File: config.mk
export PLATFORM = sky130hd
export DESIGN_NAME = data_bus_arbiter_flat
export DESIGN_NICKNAME = d
export VERILOG_FILES = /design/src/rtl/data_bus_arbiter_if.sv /design/src/rtl/data_bus_arbiter.sv /design/src/flat_wrapper.sv
export SDC_FILE = /design/constraint.sdc
export NUM_CORES = 1
export LEC_CHECK = 0
export ABC_CLOCK_PERIOD_IN_PS = 5850
export CELL_PAD_IN_SITES_DETAIL_PLACEMENT = 1
export CELL_PAD_IN_SITES_GLOBAL_PLACEMENT = 2
export CORE_UTILIZATION = 10
export DETAILED_ROUTE_END_ITERATION = 6
export PLACE_DENSITY_LB_ADDON = 0.25
export REMOVE_ABC_BUFFERS = 1
export SKIP_CTS_REPAIR_TIMING = 1
export SYNTH_ARGS = -nofsm -noshare
export SYNTH_HDL_FRONTEND = slang
export SYNTH_SLANG_ARGS = --single-unit
export TNS_END_PERCENT = 20
File: constraint.sdc
create_clock -name clk -period 5.85 [get_ports clk]
set_input_delay 1.17 -clock clk [delete_from_list [all_inputs] [get_ports clk]]
set_output_delay 1.17 -clock clk [all_outputs]
set_load 0.1 [all_outputs]
File: src/rtl/data_bus_arbiter_if.sv
// Two-master data-side bus bundle: master ports, shared bus, read return.
// slave = arbiter side, master = masters/decoder environment side.
interface data_bus_arbiter_if;
  logic        m0_req;
  logic [31:0] m0_addr;
  logic [31:0] m0_wdata;
  logic [3:0]  m0_wenable;
  logic        m0_gnt;
  logic [31:0] m0_rdata;
  logic        m0_rvalid;

  logic        m1_req;
  logic        m1_lock;
  logic [31:0] m1_addr;
  logic [31:0] m1_wdata;
  logic [3:0]  m1_wenable;
  logic        m1_gnt;
  logic [31:0] m1_rdata;
  logic        m1_rvalid;

  logic [31:0] bus_addr;
  logic [31:0] bus_wdata;
  logic [3:0]  bus_wenable;
  logic [31:0] bus_rdata;

  modport slave (
    input  m0_req, m0_addr, m0_wdata, m0_wenable,
    output m0_gnt, m0_rdata, m0_rvalid,
    input  m1_req, m1_lock, m1_addr, m1_wdata, m1_wenable,
    output m1_gnt, m1_rdata, m1_rvalid,
    output bus_addr, bus_wdata, bus_wenable,
    input  bus_rdata
  );

  modport master (
    output m0_req, m0_addr, m0_wdata, m0_wenable,
    input  m0_gnt, m0_rdata, m0_rvalid,
    output m1_req, m1_lock, m1_addr, m1_wdata, m1_wenable,
    input  m1_gnt, m1_rdata, m1_rvalid,
    input  bus_addr, bus_wdata, bus_wenable,
    output bus_rdata
  );
endinterface

File: src/rtl/data_bus_arbiter.sv
// Two-master data bus arbiter: M0 priority, M1 starvation guard and burst lock.
// Define ARB_ROUND_ROBIN_EN for alternating priority instead of fixed M0 priority.
module data_bus_arbiter #(
  parameter int unsigned MAX_WAIT = 8,
  parameter int unsigned LOCK_MAX = 16
) (
  input logic          clk,
  input logic          rst,
  data_bus_arbiter_if.slave bus
);

  typedef enum logic [1:0] {
    OWN_NONE = 2'd0,
    OWN_M0   = 2'd1,
    OWN_M1   = 2'd2
  } owner_t;

  localparam logic [3:0] WAIT_LIM = 4'(MAX_WAIT);
  localparam logic [7:0] LOCK_LIM = 8'(LOCK_MAX);

  owner_t      owner_q, owner_d;
  logic [3:0]  wait_q, wait_d;
  logic [7:0]  lock_cnt_q, lock_cnt_d;
  logic        locked_q, locked_d;
  logic        rd_q, rd_d;
  logic        lock_hold;
  logic        g0, g1;
`ifdef ARB_ROUND_ROBIN_EN
  logic        last_m1_q, last_m1_d;
`endif

  always_ff @(posedge clk) begin
    if (rst) begin
      owner_q    <= OWN_NONE;
      wait_q     <= '0;
      lock_cnt_q <= '0;
      locked_q   <= 1'b0;
      rd_q       <= 1'b0;
`ifdef ARB_ROUND_ROBIN_EN
      last_m1_q  <= 1'b1;
`endif
    end else begin
      owner_q    <= owner_d;
      wait_q     <= wait_d;
      lock_cnt_q <= lock_cnt_d;
      locked_q   <= locked_d;
      rd_q       <= rd_d;
`ifdef ARB_ROUND_ROBIN_EN
      last_m1_q  <= last_m1_d;
`endif
    end
  end

  // owner_d is this cycle's grant; it becomes the registered owner.
  always_comb begin
    owner_d   = OWN_NONE;
    lock_hold = locked_q && bus.m1_req &&
                (lock_cnt_q < LOCK_LIM);
    if (rst)
      owner_d = OWN_NONE;
    else if (lock_hold)
      owner_d = OWN_M1;
`ifdef ARB_ROUND_ROBIN_EN
    else if (bus.m0_req && bus.m1_req)
      owner_d = last_m1_q ? OWN_M0 : OWN_M1;
`else
    else if (bus.m1_req && wait_q == WAIT_LIM)
      owner_d = OWN_M1;
`endif
    else if (bus.m0_req)
      owner_d = OWN_M0;
    else if (bus.m1_req)
      owner_d = OWN_M1;

    g0 = (owner_d == OWN_M0);
    g1 = (owner_d == OWN_M1);

    wait_d = '0;
    if (bus.m1_req && !g1)
      wait_d = (wait_q == WAIT_LIM) ? wait_q
                                    : wait_q + 4'd1;

    locked_d   = g1 && bus.m1_lock;
    lock_cnt_d = locked_d ? lock_cnt_q + 8'd1 : 8'd0;

    rd_d = (g0 && bus.m0_wenable == 4'b0) ||
           (g1 && bus.m1_wenable == 4'b0);

`ifdef ARB_ROUND_ROBIN_EN
    last_m1_d = last_m1_q;
    if (g1)
      last_m1_d = 1'b1;
    else if (g0)
      last_m1_d = 1'b0;
`endif
  end

  // Read return is suppressed while rst is high so an aborted read never answers.
  always_comb begin
    bus.m0_gnt      = g0;
    bus.m1_gnt      = g1;
    bus.bus_addr    = '0;
    bus.bus_wdata   = '0;
    bus.bus_wenable = '0;
    unique case (1'b1)
      g0: begin
        bus.bus_addr    = bus.m0_addr;
        bus.bus_wdata   = bus.m0_wdata;
        bus.bus_wenable = bus.m0_wenable;
      end
      g1: begin
        bus.bus_addr    = bus.m1_addr;
        bus.bus_wdata   = bus.m1_wdata;
        bus.bus_wenable = bus.m1_wenable;
      end
      default: ;
    endcase
    bus.m0_rvalid = !rst && rd_q && (owner_q == OWN_M0);
    bus.m1_rvalid = !rst && rd_q && (owner_q == OWN_M1);
    bus.m0_rdata  = bus.bus_rdata;
    bus.m1_rdata  = bus.bus_rdata;
  end

endmodule
File: src/flat_wrapper.sv
// flat-port wrapper written by rule: the top's interface ports become plain ports
module data_bus_arbiter_flat 
#(
  parameter int unsigned MAX_WAIT = 8,
  parameter int unsigned LOCK_MAX = 16
)
  (clk, rst, bus_m0_req, bus_m0_addr, bus_m0_wdata, bus_m0_wenable, bus_m0_gnt, bus_m0_rdata, bus_m0_rvalid, bus_m1_req, bus_m1_lock, bus_m1_addr, bus_m1_wdata, bus_m1_wenable, bus_m1_gnt, bus_m1_rdata, bus_m1_rvalid, bus_bus_addr, bus_bus_wdata, bus_bus_wenable, bus_bus_rdata);
  data_bus_arbiter_if bus_i ();
  input logic clk;
  input logic rst;
  input wire logic [$bits(bus_i.m0_req)-1:0] bus_m0_req;
  input wire logic [$bits(bus_i.m0_addr)-1:0] bus_m0_addr;
  input wire logic [$bits(bus_i.m0_wdata)-1:0] bus_m0_wdata;
  input wire logic [$bits(bus_i.m0_wenable)-1:0] bus_m0_wenable;
  output wire logic [$bits(bus_i.m0_gnt)-1:0] bus_m0_gnt;
  output wire logic [$bits(bus_i.m0_rdata)-1:0] bus_m0_rdata;
  output wire logic [$bits(bus_i.m0_rvalid)-1:0] bus_m0_rvalid;
  input wire logic [$bits(bus_i.m1_req)-1:0] bus_m1_req;
  input wire logic [$bits(bus_i.m1_lock)-1:0] bus_m1_lock;
  input wire logic [$bits(bus_i.m1_addr)-1:0] bus_m1_addr;
  input wire logic [$bits(bus_i.m1_wdata)-1:0] bus_m1_wdata;
  input wire logic [$bits(bus_i.m1_wenable)-1:0] bus_m1_wenable;
  output wire logic [$bits(bus_i.m1_gnt)-1:0] bus_m1_gnt;
  output wire logic [$bits(bus_i.m1_rdata)-1:0] bus_m1_rdata;
  output wire logic [$bits(bus_i.m1_rvalid)-1:0] bus_m1_rvalid;
  output wire logic [$bits(bus_i.bus_addr)-1:0] bus_bus_addr;
  output wire logic [$bits(bus_i.bus_wdata)-1:0] bus_bus_wdata;
  output wire logic [$bits(bus_i.bus_wenable)-1:0] bus_bus_wenable;
  input wire logic [$bits(bus_i.bus_rdata)-1:0] bus_bus_rdata;
  assign bus_i.m0_req = bus_m0_req;
  assign bus_i.m0_addr = bus_m0_addr;
  assign bus_i.m0_wdata = bus_m0_wdata;
  assign bus_i.m0_wenable = bus_m0_wenable;
  assign bus_m0_gnt = bus_i.m0_gnt;
  assign bus_m0_rdata = bus_i.m0_rdata;
  assign bus_m0_rvalid = bus_i.m0_rvalid;
  assign bus_i.m1_req = bus_m1_req;
  assign bus_i.m1_lock = bus_m1_lock;
  assign bus_i.m1_addr = bus_m1_addr;
  assign bus_i.m1_wdata = bus_m1_wdata;
  assign bus_i.m1_wenable = bus_m1_wenable;
  assign bus_m1_gnt = bus_i.m1_gnt;
  assign bus_m1_rdata = bus_i.m1_rdata;
  assign bus_m1_rvalid = bus_i.m1_rvalid;
  assign bus_bus_addr = bus_i.bus_addr;
  assign bus_bus_wdata = bus_i.bus_wdata;
  assign bus_bus_wenable = bus_i.bus_wenable;
  assign bus_i.bus_rdata = bus_bus_rdata;
  data_bus_arbiter #(.MAX_WAIT(MAX_WAIT), .LOCK_MAX(LOCK_MAX)) u_core (.clk(clk), .rst(rst), .bus(bus_i));
endmodule
==> results.tsv, run 1 <==
metric	value	unit
status	completed	
Worst slew margin	0.340	
final setup violation count	0	
via count	2759	
Final nets	617	
num ports	309	
via density per instance	3.90	
GRT met1 Usage	0.121	
Finished Layout Cells	707	
cell count after synthesis	303	
Clock Latency Late Sink	0.24	ns
first-pass GRT wire length	18700	um
Die Ht	147	um
num rows	52	
Core Area	0.0204	mm^2
fmax	210	MHz
Post-DRT Antenna Nets	0	
area grow syn2layout	89.1	%
TNS Setup	0	ns
Syn. warnings	0	
fin util	0.194	
Post-synth EDFFs	0	
Seq/Total Area, Yosys	0.153	
Hold Crit Class	flop to flop	
Power Density	145	mW/mm^2
met2 Resource Use GR	0.195	
final hold vios	0	
Setup crit end kind	output pin	
Sequential Area	320	um^2
Detailed Routing Iterations Pass 1	4	
initial antenna violation count	0	
largest net degree at the start of global routing	69	
# diodes	0	
initial core utilization	0.103	
DIE AREA	0.0215	mm^2
total grt overflow	0	
RSZ-0062 raised after global routing	no	
Max Slew Vio Count	0	
DRC Markers	0	
Filler Cell Count	2459	
CP max-delay cell	clkdlybuf4s50_1	
Max-Cap Viols	0	
clock period minus final worst setup slack	4.76	ns
Worst setup SP type	primary input	
Total Power	574	uW
M3 GR Usage	0.0750	
GRT busiest layer	met2	
Placed Instances	703	
# H-tree levels	1	
top cell type's share of synthesized area	0.244	
skew final	0.00316	ns
vias in the first global route	2991	
layout cells sized above 1	0.197	
total wire length	13200	um
CP max FO	25	
CTS Root Cell	clkbuf_16	
wire per inst	18.6	um
CP Class	primary input to output pin	
Worst IR Drop VDD	0.129	mV
Num CTS Buffers	3	
crit share post-route	0.814	
GRT Total Usage	0.115	
actual slew at the worst max-slew pin	0.986	ns
CTS tree	yes	
Synth Flop Type	dfxtp_1	
worst path cell trace	clkdlybuf4s50_1 > nand3_1 > a31oi_1 > ha_2 > buf_4 > nor2_1 > buf_4	
Avg Synthesized Cell Area	6.90	um^2
biggest area consumer among synthesized cells	a22oi_1	
dpl hpwl	10800	um
Die Wd	147	um
Multi-input gate area	0.00119	mm^2
Leak	1.47	nW
most used cell, CP	buf_4	
Max clock buf depth	2	
crit path DAT	3.59	ns
Worst path max stage delay	0.57	ns
PortBufs	212	
Worst EP required	4.68	ns
Worst-path clk slew	0.05	ns
Synth area leaders	a22oi_1 24%, buf_4 23%, dfxtp_1 15%	
clock sink total	16	
mapped cell area	0.00209	mm^2
initial DRC count	88	
Unique masters post-synth	30	
GP Congestion	0.752	
Synth Register Bits	16	
Post-synth ARST share	0	
==> report_power, final <==
group | switching (mW) | internal (mW)
combinational | 0.189 | 0.126
sequential | 0.00111 | 0.111
clock | 0.0429 | 0.104
==> worst paths after layout <==
check | from | to | slack [ns] | cells after the start
worst max-delay path | bus_m1_req | bus_bus_addr[0] | 1.09 | 7
worst min-delay path | u_core.lock_cnt_q[0] | u_core.lock_cnt_q[0] | 0.49 | 1
worst max register to register | u_core.wait_q[0] | u_core.rd_q | 3.25 | 9
worst min register to register | u_core.lock_cnt_q[0] | u_core.lock_cnt_q[0] | 0.49 | 1
==> worst max-delay path, delay by kind of cell <==
kind,cells,cell delay (ns)
compound gates,1,0.30
buf+inv,3,1.19
fa+ha+maj,1,0.47
simple gates,2,0.44
==> cells in the final DEF (no fill, tap or decap), types with 5 or more instances in the layout <==
| cell type | netlist | final |
|---|---|---|
| nand2_1 | 5 | 5 |
| dfxtp_1 | 16 | 16 |
| clkdlybuf4s50_1 | 0 | 142 |
| a22oi_1 | 68 | 68 |
| nor2_1 | 74 | 74 |
| a21oi_1 | 6 | 6 |
| buf_4 | 64 | 73 |
| nand3_1 | 6 | 6 |
==> flip-flops by register name (all words and copies together), names as in the netlist <==
register,count
u_core.lock_cnt_q,8
u_core.wait_q,4
u_core.owner_q,2
u_core.locked_q,1
u_core.rd_q,1
==> logic make-up (layout without fill, tap and decap cells) <==
logic type / count (synthesis) / count (layout) / synth area share
AOI/OAI and AO/OA: 80 / 80 / 0.276
xor gates and xnor gates: 6 / 6 / 0.0251
adders and majority gates: 6 / 6 / 0.0359
DFF: 16 / 16 / 0.153
and+or+nand+nor: 105 / 105 / 0.227
buffers and inverters: 90 / 224 / 0.283
==> synth_stat cells, types with 2 or more instances <==
cell type and count:
a21oi_1 6, a22oi_1 68, a31oi_1 2, and3_1 2, buf_2 11, buf_4 64
clkbuf_1 12, dfxtp_1 16, ha_1 6, inv_1 3, nand2_1 5, nand3_1 6
nand3b_1 2, nor2_1 74, nor4_1 2, nor4bb_1 2, o21ai_0 3, or3_1 3
xnor2_1 3, xor2_1 3
==> area by class of cell <==
cell class                      count  area share
Tap cell                          270      0.0854
Multi-Input combinational cell    197       0.300
Clock buffer                        4      0.0225
Timing Repair Buffer              217       0.508
Sequential cell                    16      0.0810
Inverter                            3     0.00285
==> layer usage <==
| layer | up-vias | routed length (um) |
|---|---|---|
| met5 | - | 36 |
| met4 | 2 | 64 |
| met3 | 6 | 1830 |
| li1 | 1271 | - |
| met1 | 1295 | 4870 |
| met2 | 185 | 6380 |
==> through the flow <==
stage	setup slack [ns]	cell area, um^2	hold WS (ns)
floorplan	-0.391	1510	0.442
global placement	1.03	3870	0.474
detailed placement	1.00	3870	0.477
CTS	1.01	3960	0.490
global route	0.923	3960	0.514
finish	1.09	3960	0.488
No activity file was read; power rests on OpenSTA's default activity.
==> run 2: changes to the inputs <==
--- a/config.mk
+++ b/config.mk
@@ -5,7 +5,7 @@
 export SDC_FILE = /design/constraint.sdc
 export NUM_CORES = 1
 export LEC_CHECK = 0
-export ABC_CLOCK_PERIOD_IN_PS = 5850
+export ABC_CLOCK_PERIOD_IN_PS = 4500
 export CELL_PAD_IN_SITES_DETAIL_PLACEMENT = 1
 export CELL_PAD_IN_SITES_GLOBAL_PLACEMENT = 2
 export CORE_UTILIZATION = 10
==> constraint.sdc (replaced) <==
create_clock -name clk -period 4.5 [get_ports clk]
set_input_delay 0.9 -clock clk [delete_from_list [all_inputs] [get_ports clk]]
set_output_delay 0.9 -clock clk [all_outputs]
set_load 0.1 [all_outputs]
==> results.tsv, run 2 (synthesized netlist as in run 1, its figures left out) <==
metric	value	unit	change
slack of the critical path	0.420	ns	was 1.09 ns
fmax	245	MHz	
status	completed		unchanged
Max-Cap Viols	0		unchanged
DIE AREA	0.0215	mm^2	unchanged
Post-DRT Antenna Nets	0		unchanged
Worst EP required	3.60	ns	was 4.68 ns
DRC Markers	0		unchanged
Power Density	169	mW/mm^2	was 145 mW/mm^2
clock period minus final worst setup slack	4.08	ns	
largest net degree at the start of global routing	71		was 69
total grt overflow	0		unchanged
clock sink total	16		unchanged
GRT Total Usage	0.127		was 0.115
Leak	1.67	nW	was 1.47 nW
CTS Root Cell	clkbuf_16		unchanged
Clock Latency Late Sink	0.25	ns	was 0.24 ns
Total Power	815	uW	was 574 uW
initial antenna violation count	0		unchanged
Worst slew margin	0.744		was 0.340
RSZ-0062 raised after global routing	no		unchanged
final setup violation count	0		unchanged
final hold vios	0		unchanged
Multi-input gate area	0.00119	mm^2	unchanged
PortBufs	212		unchanged
dpl hpwl	11300	um	was 10,800 um
Sequential Area	320	um^2	unchanged
uppermost layer routed	met5		unchanged
Detailed Routing Iterations Pass 1	4		unchanged
crit path DAT	3.18	ns	was 3.59 ns
via density per instance	3.98		was 3.90
most frequent cells in the layout	140 x clkdlybuf4s50_1, 74 x nor2_1, 73 x buf_12		was 142 x clkdlybuf4s50_1, 74 x nor2_1, 73 x buf_4
skew final	0.00178	ns	was 0.00316 ns
Reg with most FFs	u_core.lock_cnt_q		unchanged
first-pass GRT wire length	20600	um	was 18,700 um
CP max FO	68		was 25
num rows	52		unchanged
Num CTS Buffers	3		unchanged
initial core utilization	0.103		unchanged
post-route cell area	0.00483	mm^2	was 0.00396 mm^2
# H-tree levels	1		unchanged
CP Class	primary input to output pin		unchanged
Worst-path clk slew	0.05	ns	about the same
most common cell after layout, fill and taps aside	clkdlybuf4s50_1		unchanged
vias in the first global route	3042		was 2,991
GP Congestion	0.725		was 0.752
Filler Cell Count	2327		was 2,459
actual slew at the worst max-slew pin	0.384	ns	was 0.986 ns
wire per inst	20.1	um	was 18.6 um
CTS tree	yes		unchanged
initial DRC count	114		was 88
Met1 Wirelength	5540	um	was 4870 um
Die Ht	147	um	unchanged
# diodes	0		unchanged
area grow syn2layout	131	%	was 89.1%
dpl ws	0.445	ns	was 1.00 ns
Setup crit end kind	output pin		unchanged
crit share post-route	0.907		
max reg flops	8		unchanged
via count	2808		was 2,759
Finished Layout Cells	706		was 707
Die Wd	147	um	unchanged
num ports	309		unchanged
Hold Crit Class	flop to flop		unchanged
fin util	0.237		was 0.194
met2 wire len	6640	um	was 6380 um
Worst setup SP type	primary input		unchanged
biggest regs	u_core.lock_cnt_q x8, u_core.wait_q x4, u_core.owner_q x2		unchanged
met3 wire length	1920	um	was 1830 um
Max clock buf depth	2		unchanged
Core Area	0.0204	mm^2	unchanged
Final nets	616		was 617
layout cells sized above 1	0.200		was 0.197
Placed Instances	702		was 703
Worst IR Drop VDD	0.114	mV	was 0.129 mV
Placed Area	0.00474	mm^2	was 0.00387 mm^2
Max Slew Vio Count	0		unchanged
total wire length	14200	um	was 13,200 um
-- run 2: metal layers --
layer,vias to the layer above,global-route usage
met5,-,0.0295
met4,2,0.0115
met3,7,0.0797
met2,180,0.203
met1,1350,0.146
li1,1269,-
-- run 2: final cells by class --
type,count,share of cell area
repair buffers,216,0.597
well taps,270,0.0699
inverters,3,0.00233
clock buffers,4,0.0184
multi-input cells,197,0.246
flip-flops and latches,16,0.0663
-- run 2: path summary, 6_finish.rpt --
| check | start | end | slack [ns] | cells after the start |
|---|---|---|---|---|
| worst min-delay path | u_core.lock_cnt_q[0] | u_core.lock_cnt_q[0] | 0.48 | 1 |
| worst max register to register | u_core.wait_q[0] | u_core.rd_q | 1.83 | 10 |
| worst min register to register | u_core.lock_cnt_q[0] | u_core.lock_cnt_q[0] | 0.48 | 1 |
| worst max-delay path | bus_m1_req | bus_bus_wenable[0] | 0.42 | 8 |
-- run 2: per-stage QoR --
stage | hold WS [ns] | TNS, ns
after floorplan | 0.442 | -82.02
after global placement | 0.473 | 0
after detailed placement | 0.475 | 0
after CTS | 0.487 | 0
after global routing | 0.514 | 0
final | 0.483 | 0
-- run 2: critical path: stages --
cell and delay [ns]:
clkdlybuf4s50_1 0.56, nand3_1 0.20, a31oi_1 0.31, ha_2 0.25, buf_12 0.29, a22oi_1 0.16, nor2_1 0.22, buf_12 0.21
-- run 2: report_power, final --
part / leakage, nW / total [mW] / switching [mW] / internal (mW)
Sequential: 0.130 / 0.145 / 0.00140 / 0.144
Clock: 0.0442 / 0.193 / 0.0575 / 0.135
Combinational: 1.50 / 0.477 / 0.261 / 0.216
Total: 1.67 / 0.815 / 0.320 / 0.495
